`config.mk`:
```
export PLATFORM = sky130hd
export DESIGN_NAME = axi_master_arbiter
export DESIGN_NICKNAME = d
export VERILOG_FILES = /design/src/rtl/axi_pkg.sv /design/src/rtl/rr_arbiter.sv /design/src/rtl/axi_master_arbiter.sv
export SDC_FILE = /design/constraint.sdc
export NUM_CORES = 1
export LEC_CHECK = 0
export CORE_AREA = 2 2 412 414
export CTS_CLUSTER_DIAMETER = 80
export DETAILED_ROUTE_END_ITERATION = 7
export DIE_AREA = 0 0 414 416
export SKIP_CTS_REPAIR_TIMING = 1
export SLEW_MARGIN = 40
export SYNTH_ARGS = -nofsm -noshare
export SYNTH_HDL_FRONTEND = slang
export SYNTH_SLANG_ARGS = --single-unit
```
`constraint.sdc`:
```
create_clock -name clk -period 3.4 [get_ports clk]
set_clock_uncertainty 0.15 [all_clocks]
set_input_delay 0.34 -clock clk [delete_from_list [all_inputs] [get_ports clk]]
set_output_delay 0.34 -clock clk [all_outputs]
set_load 0.01 [all_outputs]
```
`src/rtl/axi_pkg.sv`:
```
// Shared AXI4 types for the master arbiter: channel payload structs and FSM states.
// Slave-side IDs carry the master index prefix, so every id field is sized for it.
package axi_pkg;
  localparam int AXI_ID_LEN = 4;
  localparam int AXI_NM     = 2;
  localparam int AXI_IDX    = $clog2(AXI_NM);
  localparam int AXI_SID_W  = AXI_ID_LEN + AXI_IDX;
  localparam int AXI_DATA_W = 128;
  localparam int AXI_ADDR_W = 32;

  typedef struct packed {
    logic [AXI_SID_W-1:0]  id;
    logic [AXI_ADDR_W-1:0] addr;
    logic [7:0]            len;
    logic [2:0]            size;
    logic [1:0]            burst;
    logic                  lock;
    logic [3:0]            cache;
  } axi_ax_t;

  typedef struct packed {
    logic [AXI_DATA_W-1:0]   data;
    logic [AXI_DATA_W/8-1:0] strb;
    logic                    last;
  } axi_w_t;

  typedef struct packed {
    logic [AXI_SID_W-1:0]  id;
    logic [AXI_DATA_W-1:0] data;
    logic                  last;
  } axi_r_t;

  typedef struct packed {
    logic [AXI_SID_W-1:0] id;
    logic [1:0]           resp;
  } axi_b_t;

  typedef enum logic {AW_ARB, AW_FWD} WrState_t;
  typedef enum logic {AR_ARB, AR_FWD} RdState_t;
endpackage

```
`src/rtl/rr_arbiter.sv`:
```
// Round-robin pick: first requester at or after ptr, wrapping modulo NM (NM power of two).
module rr_arbiter #(
  parameter  int NM  = 2,
  localparam int IDX = $clog2(NM)
) (
  input  logic [NM-1:0]  req,
  input  logic [IDX-1:0] ptr,
  output logic [IDX-1:0] gnt,
  output logic           any
);
  // Scan from the farthest offset down so the nearest requester wins last.
  always_comb begin
    gnt = ptr;
    for (int k = NM-1; k >= 0; k--) begin
      if (req[ptr + IDX'(k)]) gnt = ptr + IDX'(k);
    end
  end

  assign any = |req;
endmodule

```
`src/rtl/axi_master_arbiter.sv`:
```
// Shares one AXI4 slave port between NM masters. AW and AR are arbitrated independently
// round-robin; W follows the AW winner until wlast. The master index is prefixed onto the
// slave-side ID, and R/B are steered back by that prefix with no buffering.
// Struct widths come from axi_pkg; the parameters must agree with it.
module axi_master_arbiter
  import axi_pkg::*;
#(
  parameter int NM       = AXI_NM,
  parameter int WIDTH    = AXI_DATA_W,
  parameter int ADDR_LEN = AXI_ADDR_W,
  parameter int ID_W     = AXI_ID_LEN
) (
  input  logic                         clk,
  input  logic                         rst,
  input  axi_ax_t [NM-1:0]             m_aw,
  input  logic    [NM-1:0]             m_awvalid,
  output logic    [NM-1:0]             m_awready,
  input  axi_w_t  [NM-1:0]             m_w,
  input  logic    [NM-1:0]             m_wvalid,
  output logic    [NM-1:0]             m_wready,
  output logic    [ID_W-1:0]           m_bid,
  output logic    [NM-1:0]             m_bvalid,
  input  logic    [NM-1:0]             m_bready,
  input  axi_ax_t [NM-1:0]             m_ar,
  input  logic    [NM-1:0]             m_arvalid,
  output logic    [NM-1:0]             m_arready,
  output axi_r_t                       m_r,
  output logic    [NM-1:0]             m_rvalid,
  input  logic    [NM-1:0]             m_rready,
  output axi_ax_t                      s_aw,
  output logic                         s_awvalid,
  input  logic                         s_awready,
  output axi_w_t                       s_w,
  output logic                         s_wvalid,
  input  logic                         s_wready,
  input  logic    [ID_W+$clog2(NM)-1:0] s_bid,
  input  logic                         s_bvalid,
  output logic                         s_bready,
  output axi_ax_t                      s_ar,
  output logic                         s_arvalid,
  input  logic                         s_arready,
  input  axi_r_t                       s_r,
  input  logic                         s_rvalid,
  output logic                         s_rready
);
  localparam int IDX   = $clog2(NM);
  localparam int SID_W = ID_W + IDX;

  if (WIDTH != AXI_DATA_W || ADDR_LEN != AXI_ADDR_W || SID_W != AXI_SID_W ||
      NM < 2 || (1 << IDX) != NM) begin : g_bad_cfg
    $error("axi_master_arbiter: parameters disagree with axi_pkg or NM not a power of two");
  end

  // ---------------- write address / data ----------------
  WrState_t       wr_st, wr_st_n;
  logic [IDX-1:0] wgnt, wgnt_n, wptr, wptr_n, aw_pick;
  logic           aw_done, aw_done_n, w_done, w_done_n, aw_any;
  logic           aw_hs, w_last_hs;

  rr_arbiter #(.NM(NM)) u_aw_arb (.req(m_awvalid), .ptr(wptr), .gnt(aw_pick), .any(aw_any));

  assign aw_hs     = s_awvalid & s_awready;
  assign w_last_hs = s_wvalid & s_wready & s_w.last;

  // Write FSM state, grant, pointer and per-burst completion flags.
  always_ff @(posedge clk or negedge rst) begin
    if (!rst) begin
      wr_st   <= AW_ARB;
      wgnt    <= '0;
      wptr    <= '0;
      aw_done <= 1'b0;
      w_done  <= 1'b0;
    end else begin
      wr_st   <= wr_st_n;
      wgnt    <= wgnt_n;
      wptr    <= wptr_n;
      aw_done <= aw_done_n;
      w_done  <= w_done_n;
    end
  end

  // Write next-state: hold the grant until both the AW and the wlast handshakes are seen.
  always_comb begin
    wr_st_n   = wr_st;
    wgnt_n    = wgnt;
    wptr_n    = wptr;
    aw_done_n = aw_done;
    w_done_n  = w_done;
    unique case (wr_st)
      AW_ARB: if (aw_any) begin
        wgnt_n  = aw_pick;
        wr_st_n = AW_FWD;
      end
      AW_FWD: begin
        aw_done_n = aw_done | aw_hs;
        w_done_n  = w_done | w_last_hs;
        if (aw_done_n && w_done_n) begin
          wr_st_n   = AW_ARB;
          wptr_n    = wgnt + IDX'(1);
          aw_done_n = 1'b0;
          w_done_n  = 1'b0;
        end
      end
      default: wr_st_n = AW_ARB;
    endcase
  end

  // Forward the granted master's AW/W; a finished half is gated so the next burst can't leak.
  always_comb begin
    s_aw      = '0;
    s_awvalid = 1'b0;
    s_w       = '0;
    s_wvalid  = 1'b0;
    m_awready = '0;
    m_wready  = '0;
    if (wr_st == AW_FWD) begin
      s_aw            = m_aw[wgnt];
      s_aw.id         = {wgnt, m_aw[wgnt].id[ID_W-1:0]};
      s_awvalid       = m_awvalid[wgnt] & ~aw_done;
      m_awready[wgnt] = s_awready & ~aw_done;
      s_w             = m_w[wgnt];
      s_wvalid        = m_wvalid[wgnt] & ~w_done;
      m_wready[wgnt]  = s_wready & ~w_done;
    end
  end

  // ---------------- read address ----------------
  RdState_t       rd_st, rd_st_n;
  logic [IDX-1:0] rgnt, rgnt_n, rptr, rptr_n, ar_pick;
  logic           ar_any, ar_hs;

  rr_arbiter #(.NM(NM)) u_ar_arb (.req(m_arvalid), .ptr(rptr), .gnt(ar_pick), .any(ar_any));

  assign ar_hs = s_arvalid & s_arready;

  // Read FSM state, grant and pointer.
  always_ff @(posedge clk or negedge rst) begin
    if (!rst) begin
      rd_st <= AR_ARB;
      rgnt  <= '0;
      rptr  <= '0;
    end else begin
      rd_st <= rd_st_n;
      rgnt  <= rgnt_n;
      rptr  <= rptr_n;
    end
  end

  // Read next-state: one AR per grant, leave on its handshake.
  always_comb begin
    rd_st_n = rd_st;
    rgnt_n  = rgnt;
    rptr_n  = rptr;
    unique case (rd_st)
      AR_ARB: if (ar_any) begin
        rgnt_n  = ar_pick;
        rd_st_n = AR_FWD;
      end
      AR_FWD: if (ar_hs) begin
        rd_st_n = AR_ARB;
        rptr_n  = rgnt + IDX'(1);
      end
      default: rd_st_n = AR_ARB;
    endcase
  end

  // Forward the granted master's AR with its index prefixed onto the ID.
  always_comb begin
    s_ar      = '0;
    s_arvalid = 1'b0;
    m_arready = '0;
    if (rd_st == AR_FWD) begin
      s_ar            = m_ar[rgnt];
      s_ar.id         = {rgnt, m_ar[rgnt].id[ID_W-1:0]};
      s_arvalid       = m_arvalid[rgnt];
      m_arready[rgnt] = s_arready;
    end
  end

  // ---------------- response routing ----------------
  logic [IDX-1:0] r_sel, b_sel;

  assign r_sel = s_r.id[SID_W-1 -: IDX];
  assign b_sel = s_bid[SID_W-1 -: IDX];
  assign m_bid = s_bid[ID_W-1:0];

  // Steer R/B to the master named by the ID prefix; payload is shared, only valid is per master.
  always_comb begin
    m_r           = s_r;
    m_r.id        = SID_W'(s_r.id[ID_W-1:0]);
    m_rvalid      = '0;
    m_bvalid      = '0;
    m_rvalid[r_sel] = s_rvalid;
    m_bvalid[b_sel] = s_bvalid;
    s_rready      = m_rready[r_sel];
    s_bready      = m_bready[b_sel];
  end
endmodule
```
==> results_tabular.tex, run 1 <==
\begin{tabular}{lr}
\hline
Metric & Value \\
\hline
\multicolumn{2}{l}{\textbf{Run status}} \\
\quad Status & completed \\
\multicolumn{2}{l}{\textbf{GRT}} \\
\quad Gr usage total & 0.1227 \\
\quad Global-route wire length before repair & 128000 um \\
\quad Number of antenna violations at the first check in global routing & 56 \\
\quad Overflow left after global routing & 0 \\
\quad Number of global-route vias before repair & 8406 \\
\quad Maximum number of pins on one net before global-route repair & 80 \\
\multicolumn{2}{l}{\textbf{Timing}} \\
\quad Worst-margin pin slew & 0.6991 ns \\
\quad Number of hold violations in the final report & 0 \\
\quad Final count of pins violating max slew & 0 \\
\quad Final Cycle Share & 0.9415 \\
\quad Fmax achieved & 312.4 MHz \\
\quad Normalized max-slew margin & 0.5206 \\
\quad Unrepaired setup endpoints after global routing & false \\
\quad Final worst path period need & 3.201 ns \\
\quad Count of endpoints failing setup in the final report & 0 \\
\quad Final TNS setup & 0 ns \\
\multicolumn{2}{l}{\textbf{Yosys}} \\
\quad Post-synthesis async set-or-reset flop share & 1.000 \\
\quad Sequential fraction of the synthesis area & 0.03783 \\
\quad Number of synthesized flops with an enable pin & 0 \\
\quad Count of synthesis-stage warnings from yosys & 0 \\
\quad Synth Net Count & 1427 \\
\quad Avg Cell Area, Syn & 6.953 um2 \\
\quad Synthesized instance count & 761 \\
\quad Commonest register cell after synthesis & sky130\_fd\_sc\_hd\_\_dfrtp\_1 \\
\quad FF+latch count, synth & 8 \\
\quad Synthesized cell area & 0.005291 mm2 \\
\quad Number of unique standard cell types used by synthesis & 23 \\
\multicolumn{2}{l}{\textbf{Floorplanning}} \\
\quad Row count & 151 \\
\quad Core ar. & 0.1681 mm2 \\
\quad Number of top-level pins & 1074 \\
\quad Starting utilization of the core area & 0.03147 \\
\quad Die width & 414 um \\
\quad Die Y & 416 um \\
\quad Overall die area & 0.1722 mm2 \\
\multicolumn{2}{l}{\textbf{Cells and area}} \\
\quad Layout Area Growth over Synthesis & 186.6\% \\
\quad Fraction of layout instances using a drive strength above 1 & 0.08292 \\
\quad Post-route cell area & 0.01517 mm2 \\
\quad Register cell area after layout & 207.7 um2 \\
\quad Final std cells w/o fill & 3628 \\
\quad Area occupied by multi-input gates & 0.003766 mm2 \\
\quad Filler cell count in the final layout & 19720 \\
\quad Net count, final & 2067 \\
\multicolumn{2}{l}{\textbf{Clocking}} \\
\quad Clock-pin slew on the worst setup and hold paths & 0.05 ns \\
\quad CTS H-Tree Depth & 1 \\
\quad Number of sinks handled by clock tree synthesis & 8 \\
\quad Library cell used as clock root buffer & sky130\_fd\_sc\_hd\_\_clkbuf\_16 \\
\quad CTS tree & yes \\
\quad Source-to-sink clock delay at the later pin of the worst-skew pair & 0.26 ns \\
\quad CTS buffer count & 3 \\
\quad Number of buffers on the longest clock path & 2 \\
\multicolumn{2}{l}{\textbf{Placed design}} \\
\quad Post-DP Area & 0.01506 mm2 \\
\quad Cell count after placement & 3614 \\
\quad I/O Buffers & 794 \\
\quad HPWL Detailed & 104900 um \\
\quad Weighted congestion reported at the end of routability-driven placement & 0.9457 \\
\multicolumn{2}{l}{\textbf{Setup path}} \\
\quad Worst Path Arrival & 2.71 ns \\
\quad Flop-to-flop setup slack & 1.05 ns \\
\quad Startpoint kind of the worst setup timing path & flip-flop \\
\quad Critical path peak fanout & 21 \\
\quad WP data required & 2.91 ns \\
\quad Crit Path Category & reg -> out \\
\quad Sort of element at the end of the critical path & primary output \\
\multicolumn{2}{l}{\textbf{Flow run}} \\
\quad Max-cap violations & 0 \\
\multicolumn{2}{l}{\textbf{Detailed routing}} \\
\quad Vias after detailed routing & 8504 \\
\quad Iteration-0 DRC count of the detailed router & 490 \\
\quad Drt drc & 0 \\
\quad Per-cell routed wire length & 30.42 um \\
\quad Count of TritonRoute iterations in the first routing pass & 5 \\
\quad Final ANT Viol Nets & 0 \\
\quad Vias per std cell & 2.344 \\
\quad Wire length after detailed routing & 110300 um \\
\multicolumn{2}{l}{\textbf{Pwr}} \\
\quad Part of the total power dissipated in the clock network & 0.019 \\
\quad Pwr per Cell Area & 789.7 mW/mm2 \\
\quad Peak supply drop & 280.0 uV \\
\quad Internal power consumption & 4.844 mW \\
\quad Leakage power total & 5.835 nW \\
\quad Switching portion of total power & 0.5956 \\
\quad Relative contribution of combinational cells to total power & 0.948 \\
\quad Net load switching power & 7.134 mW \\
\quad Fraction of power consumed by sequential logic & 0.033 \\
\multicolumn{2}{l}{\textbf{Min path}} \\
\quad Hold Crit Class & in -> async \\
\hline
\end{tabular}
## final cells by class
class / instances / share of cell area
Sequential cell: 8 / 0.01369
Inverter: 4 / 0.001485
Timing Repair Buffer: 832 / 0.5468
Multi-Input combinational cell: 552 / 0.2483
Tap cell: 2218 / 0.1830
Clock buffer: 3 / 0.004950
Antenna cell: 11 / 0.001815
## critical path: stages (launching register included)
cell and delay (ns):
sky130_fd_sc_hd__dfrtp_4 0.78, sky130_fd_sc_hd__buf_4 0.48, sky130_fd_sc_hd__mux2i_1 0.13, sky130_fd_sc_hd__nor2_1 0.12, sky130_fd_sc_hd__clkdlybuf4s50_1 0.84
## cell families (layout without fill, tap and decap cells)
family / after synthesis / after routing / share of synthesized area
AOI/OAI and AO/OA: 10 / 10 / 0.01277
buffers and inverters: 201 / 839 / 0.2504
DFF: 8 / 8 / 0.03783
muxes: 259 / 259 / 0.4923
other: 1 / 12 / 0.0007087
and+or+nand+nor: 282 / 282 / 0.2060
## routing by layer
metal / share of wire / routed length, um / global-route usage / vias to the layer above
met1: 0.37 / 40850 / 0.1314 / 3894
met2: 0.45 / 49850 / 0.1988 / 769
met3: 0.15 / 16750 / 0.08224 / 139
met4: 0.024 / 2672 / 0.02459 / 34
met5: 0.0021 / 234 / 0.01334 / -
li1: - / - / - / 3668
## per-stage QoR
step | hold WS (ns) | setup slack, ns | utilization | power [mW]
finish | 0.3032 | 0.1988 | 0.09020 | 11.98
global placement | 0.3694 | 0.4952 | 0.08959 | 12.25
detailed placement | 0.3838 | 0.4953 | 0.08959 | 12.27
CTS | 0.3236 | 0.2167 | 0.09004 | 12.56
global route | 0.3410 | 0.1726 | 0.09010 | 12.68
floorplan | -0.1056 | 1.765 | - | 4.085
## synthesized netlist by cell type (3+ instances only)
master | number | share of area
sky130_fd_sc_hd__nand2_1 | 7 | 0.0050
sky130_fd_sc_hd__mux2i_1 | 255 | 0.48
sky130_fd_sc_hd__buf_2 | 30 | 0.028
sky130_fd_sc_hd__a21oi_1 | 5 | 0.0047
sky130_fd_sc_hd__nor3_1 | 3 | 0.0028
sky130_fd_sc_hd__nor2b_1 | 3 | 0.0035
sky130_fd_sc_hd__buf_1 | 7 | 0.0050
sky130_fd_sc_hd__buf_4 | 140 | 0.20
sky130_fd_sc_hd__inv_1 | 4 | 0.0028
sky130_fd_sc_hd__nand2b_1 | 3 | 0.0035
sky130_fd_sc_hd__dfrtp_1 | 8 | 0.038
sky130_fd_sc_hd__clkbuf_1 | 19 | 0.013
sky130_fd_sc_hd__nor2_1 | 261 | 0.19
sky130_fd_sc_hd__and2_1 | 4 | 0.0047
## cells in the final DEF, fill, tap and decap left out
cell	count
sky130_fd_sc_hd__inv_1	2
sky130_fd_sc_hd__and2_1	4
sky130_fd_sc_hd__inv_8	1
sky130_fd_sc_hd__conb_1	1
sky130_fd_sc_hd__o21ai_1	1
sky130_fd_sc_hd__nand2b_1	3
sky130_fd_sc_hd__nand2_1	7
sky130_fd_sc_hd__a21oi_1	5
sky130_fd_sc_hd__diode_2	11
sky130_fd_sc_hd__dfrtp_1	6
sky130_fd_sc_hd__a41oi_2	1
sky130_fd_sc_hd__nor2_1	261
sky130_fd_sc_hd__mux2_2	2
sky130_fd_sc_hd__clkdlybuf4s50_1	728
sky130_fd_sc_hd__clkbuf_16	3
sky130_fd_sc_hd__buf_12	18
sky130_fd_sc_hd__a22o_1	1
sky130_fd_sc_hd__inv_2	1
sky130_fd_sc_hd__nor3_1	3
sky130_fd_sc_hd__and3_1	1
sky130_fd_sc_hd__dfrtp_4	2
sky130_fd_sc_hd__nor2b_1	3
sky130_fd_sc_hd__a31oi_1	2
sky130_fd_sc_hd__mux2i_1	255
sky130_fd_sc_hd__buf_4	86
sky130_fd_sc_hd__mux2_4	2
## power groups by stage
stage | clock network (mW) | logic [mW] | registers (mW)
global route | 0.243 | 12.0 | 0.414
finish | 0.229 | 11.4 | 0.395
global placement | 0 | 11.8 | 0.406
floorplan | 0 | 3.93 | 0.158
CTS | 0.252 | 11.9 | 0.407
detailed placement | 0 | 11.9 | 0.409
## path summary, 6_finish.rpt
kind | depth (start not counted) | start | end
max in group asynchronous | 1 | rst | wgnt$_DFFE_PN0P_
max reg2reg | 5 | wgnt$_DFFE_PN0P_ | wptr$_DFFE_PN0P_
max | 4 | wgnt$_DFFE_PN0P_ | s_w[7]
min reg2reg | 2 | rptr$_DFFE_PN0P_ | rptr$_DFFE_PN0P_
min | 1 | rst | wptr$_DFFE_PN0P_
min in group clk | 2 | rptr$_DFFE_PN0P_ | rptr$_DFFE_PN0P_
## registers in the layout, indices dropped and copies added (netlist names)
register	cells
w_done	1
aw_done	1
rgnt	1
wgnt	1
rptr	1
rd_st	1
wr_st	1
wptr	1
Power figures use the tool's default switching activity.
==> run 2: changes to the inputs <==
- CTS_CLUSTER_DIAMETER: 80 -> 100
- PLACE_DENSITY: unset -> 0.33
- TNS_END_PERCENT: unset -> 1
==> results_tabular.tex, run 2 (synthesis results as in run 1) <==
\begin{tabular}{lr}
\hline
Metric & Value \\
\hline
\multicolumn{2}{l}{\textbf{Run status}} \\
\quad Status & completed \\
\multicolumn{2}{l}{\textbf{Clocking}} \\
\quad CTS buffer count & 3 \\
\quad Source-to-sink clock delay at the later pin of the worst-skew pair & 0.27 ns \\
\quad CTS H-Tree Depth & 1 \\
\quad Library cell used as clock root buffer & sky130\_fd\_sc\_hd\_\_clkbuf\_16 \\
\quad Number of sinks handled by clock tree synthesis & 8 \\
\quad CTS tree & yes \\
\quad Clock-pin slew on the worst setup and hold paths & 0.06 ns \\
\quad Number of buffers on the longest clock path & 2 \\
\multicolumn{2}{l}{\textbf{Timing}} \\
\quad Normalized max-slew margin & 0.4277 \\
\quad Final count of pins violating max slew & 0 \\
\quad Count of endpoints failing setup in the final report & 0 \\
\quad Number of hold violations in the final report & 0 \\
\quad Worst-margin pin slew & 0.8345 ns \\
\quad Final worst path period need & 3.219 ns \\
\quad Final Cycle Share & 0.9467 \\
\quad Unrepaired setup endpoints after global routing & false \\
\quad Final TNS setup & 0 ns \\
\quad Fmax achieved & 310.7 MHz \\
\quad Min Hold Slack & 0.3289 ns \\
\multicolumn{2}{l}{\textbf{Cells and area}} \\
\quad Most frequent cells in the layout & 727 x sky130\_fd\_sc\_hd\_\_clkdlybuf4s50\_1, 261 x sky130\_fd\_sc\_hd\_\_nor2\_1, 255 x sky130\_fd\_sc\_hd\_\_mux2i\_1, 83 x sky130\_fd\_sc\_hd\_\_buf\_4, 18 x sky130\_fd\_sc\_hd\_\_buf\_12 \\
\quad Area occupied by multi-input gates & 0.003766 mm2 \\
\quad Register cell area after layout & 207.7 um2 \\
\quad Filler cell count in the final layout & 19750 \\
\quad Final std cells w/o fill & 3626 \\
\quad Fraction of layout instances using a drive strength above 1 & 0.08100 \\
\quad Most common cell after layout, fill and taps aside & sky130\_fd\_sc\_hd\_\_clkdlybuf4s50\_1 \\
\quad Net count, final & 2063 \\
\quad Final Core Density & 0.09004 \\
\quad Layout Area Growth over Synthesis & 186.1\% \\
\multicolumn{2}{l}{\textbf{Placed design}} \\
\quad Cell count after placement & 3610 \\
\quad I/O Buffers & 794 \\
\quad HPWL Detailed & 95920 um \\
\quad Weighted congestion reported at the end of routability-driven placement & 0.9138 \\
\multicolumn{2}{l}{\textbf{Min path}} \\
\quad Hold Crit Class & in -> async \\
\multicolumn{2}{l}{\textbf{Floorplanning}} \\
\quad Number of top-level pins & 1074 \\
\quad Overall die area & 0.1722 mm2 \\
\quad Row count & 151 \\
\quad Starting utilization of the core area & 0.03147 \\
\quad Die Y & 416 um \\
\quad Die width & 414 um \\
\quad Core ar. & 0.1681 mm2 \\
\multicolumn{2}{l}{\textbf{Setup path}} \\
\quad CP max stage cell & sky130\_fd\_sc\_hd\_\_dfrtp\_4 \\
\quad WP data required & 2.91 ns \\
\quad Critical path peak fanout & 22 \\
\quad Cells along the critical path & buf\_12, mux2i\_1, buf\_4, nor2\_1, clkdlybuf4s50\_1 \\
\quad Sort of element at the end of the critical path & primary output \\
\quad Crit Path Category & reg -> out \\
\quad Flop-to-flop setup slack & 1.07 ns \\
\quad Highest cell delay on the worst timing path & 0.82 ns \\
\quad Startpoint kind of the worst setup timing path & flip-flop \\
\quad Worst Path Arrival & 2.73 ns \\
\multicolumn{2}{l}{\textbf{GRT}} \\
\quad Global-route wire length before repair & 119900 um \\
\quad Number of antenna violations at the first check in global routing & 49 \\
\quad Maximum number of pins on one net before global-route repair & 68 \\
\quad Overflow left after global routing & 0 \\
\quad Number of global-route vias before repair & 8412 \\
\quad Gr usage total & 0.1122 \\
\multicolumn{2}{l}{\textbf{Detailed routing}} \\
\quad Iteration-0 DRC count of the detailed router & 425 \\
\quad Drt drc & 0 \\
\quad Per-cell routed wire length & 27.92 um \\
\quad Vias per std cell & 2.242 \\
\quad Final ANT Viol Nets & 0 \\
\quad Count of TritonRoute iterations in the first routing pass & 4 \\
\quad Vias after detailed routing & 8131 \\
\quad Wire length after detailed routing & 101200 um \\
\multicolumn{2}{l}{\textbf{Pwr}} \\
\quad Pwr per Cell Area & 744.1 mW/mm2 \\
\quad Leakage power total & 5.821 nW \\
\quad Peak supply drop & 262.4 uV \\
\quad Total power consumption of the routed design & 11.27 mW \\
\multicolumn{2}{l}{\textbf{Flow run}} \\
\quad Max-cap violations & 0 \\
\hline
\end{tabular}
run 2: cell count changes in the layout (fill, tap and decap cells not counted):
cell                              delta
sky130_fd_sc_hd__clkdlybuf4s50_1     -1
sky130_fd_sc_hd__diode_2             +2
sky130_fd_sc_hd__buf_4               -3
run 2: worst max-delay path: cells and delay by family (launching register included):
kind          cells  cell delay [ns]
buf+inv           3             1.11
flops             1             0.82
mux               1             0.46
simple gates      1             0.04
run 2: area by class of cell:
class / instances / share of cell area
multi-input combinational: 552 / 0.2488
sequential: 8 / 0.01372
clock buffer: 3 / 0.004959
inverter: 4 / 0.001488
timing repair buffer: 828 / 0.5456
antenna: 13 / 0.002149
tap: 2218 / 0.1833
run 2: worst paths after layout:
| path | to | from | cells past startpoint |
|---|---|---|---|
| max | s_w[144] | wgnt$_DFFE_PN0P_ | 5 |
| max in group asynchronous | wgnt$_DFFE_PN0P_ | rst | 1 |
| max reg2reg | wptr$_DFFE_PN0P_ | wgnt$_DFFE_PN0P_ | 5 |
| min | wptr$_DFFE_PN0P_ | rst | 1 |
| min reg2reg | wptr$_DFFE_PN0P_ | wptr$_DFFE_PN0P_ | 2 |
| min in group clk | wptr$_DFFE_PN0P_ | wptr$_DFFE_PN0P_ | 2 |
run 2: power breakdown:
group	internal (mW)	total (mW)	switching, mW
clock network	0.155	0.246	0.0912
logic	4.55	10.7	6.13
registers	0.145	0.344	0.199
total	4.85	11.3	6.42
run 2: routing by layer:
layer	vias up	share of wire	global-route usage
met5	-	0.0015	0
met2	620	0.48	0.1950
met3	115	0.14	0.06873
met1	3707	0.36	0.1190
met4	20	0.012	0.01080
li1	3669	-	-
run 2: metrics by stage:
stage / area [um2] / worst slack, ns
2_1_floorplan: 5291 / 1.765
3_3_place_gp: 15030 / 0.3319
3_5_place_dp: 15030 / 0.3248
4_1_cts: 15110 / 0.04897
5_1_grt: 15110 / 0.05151
6_report: 15140 / 0.1813
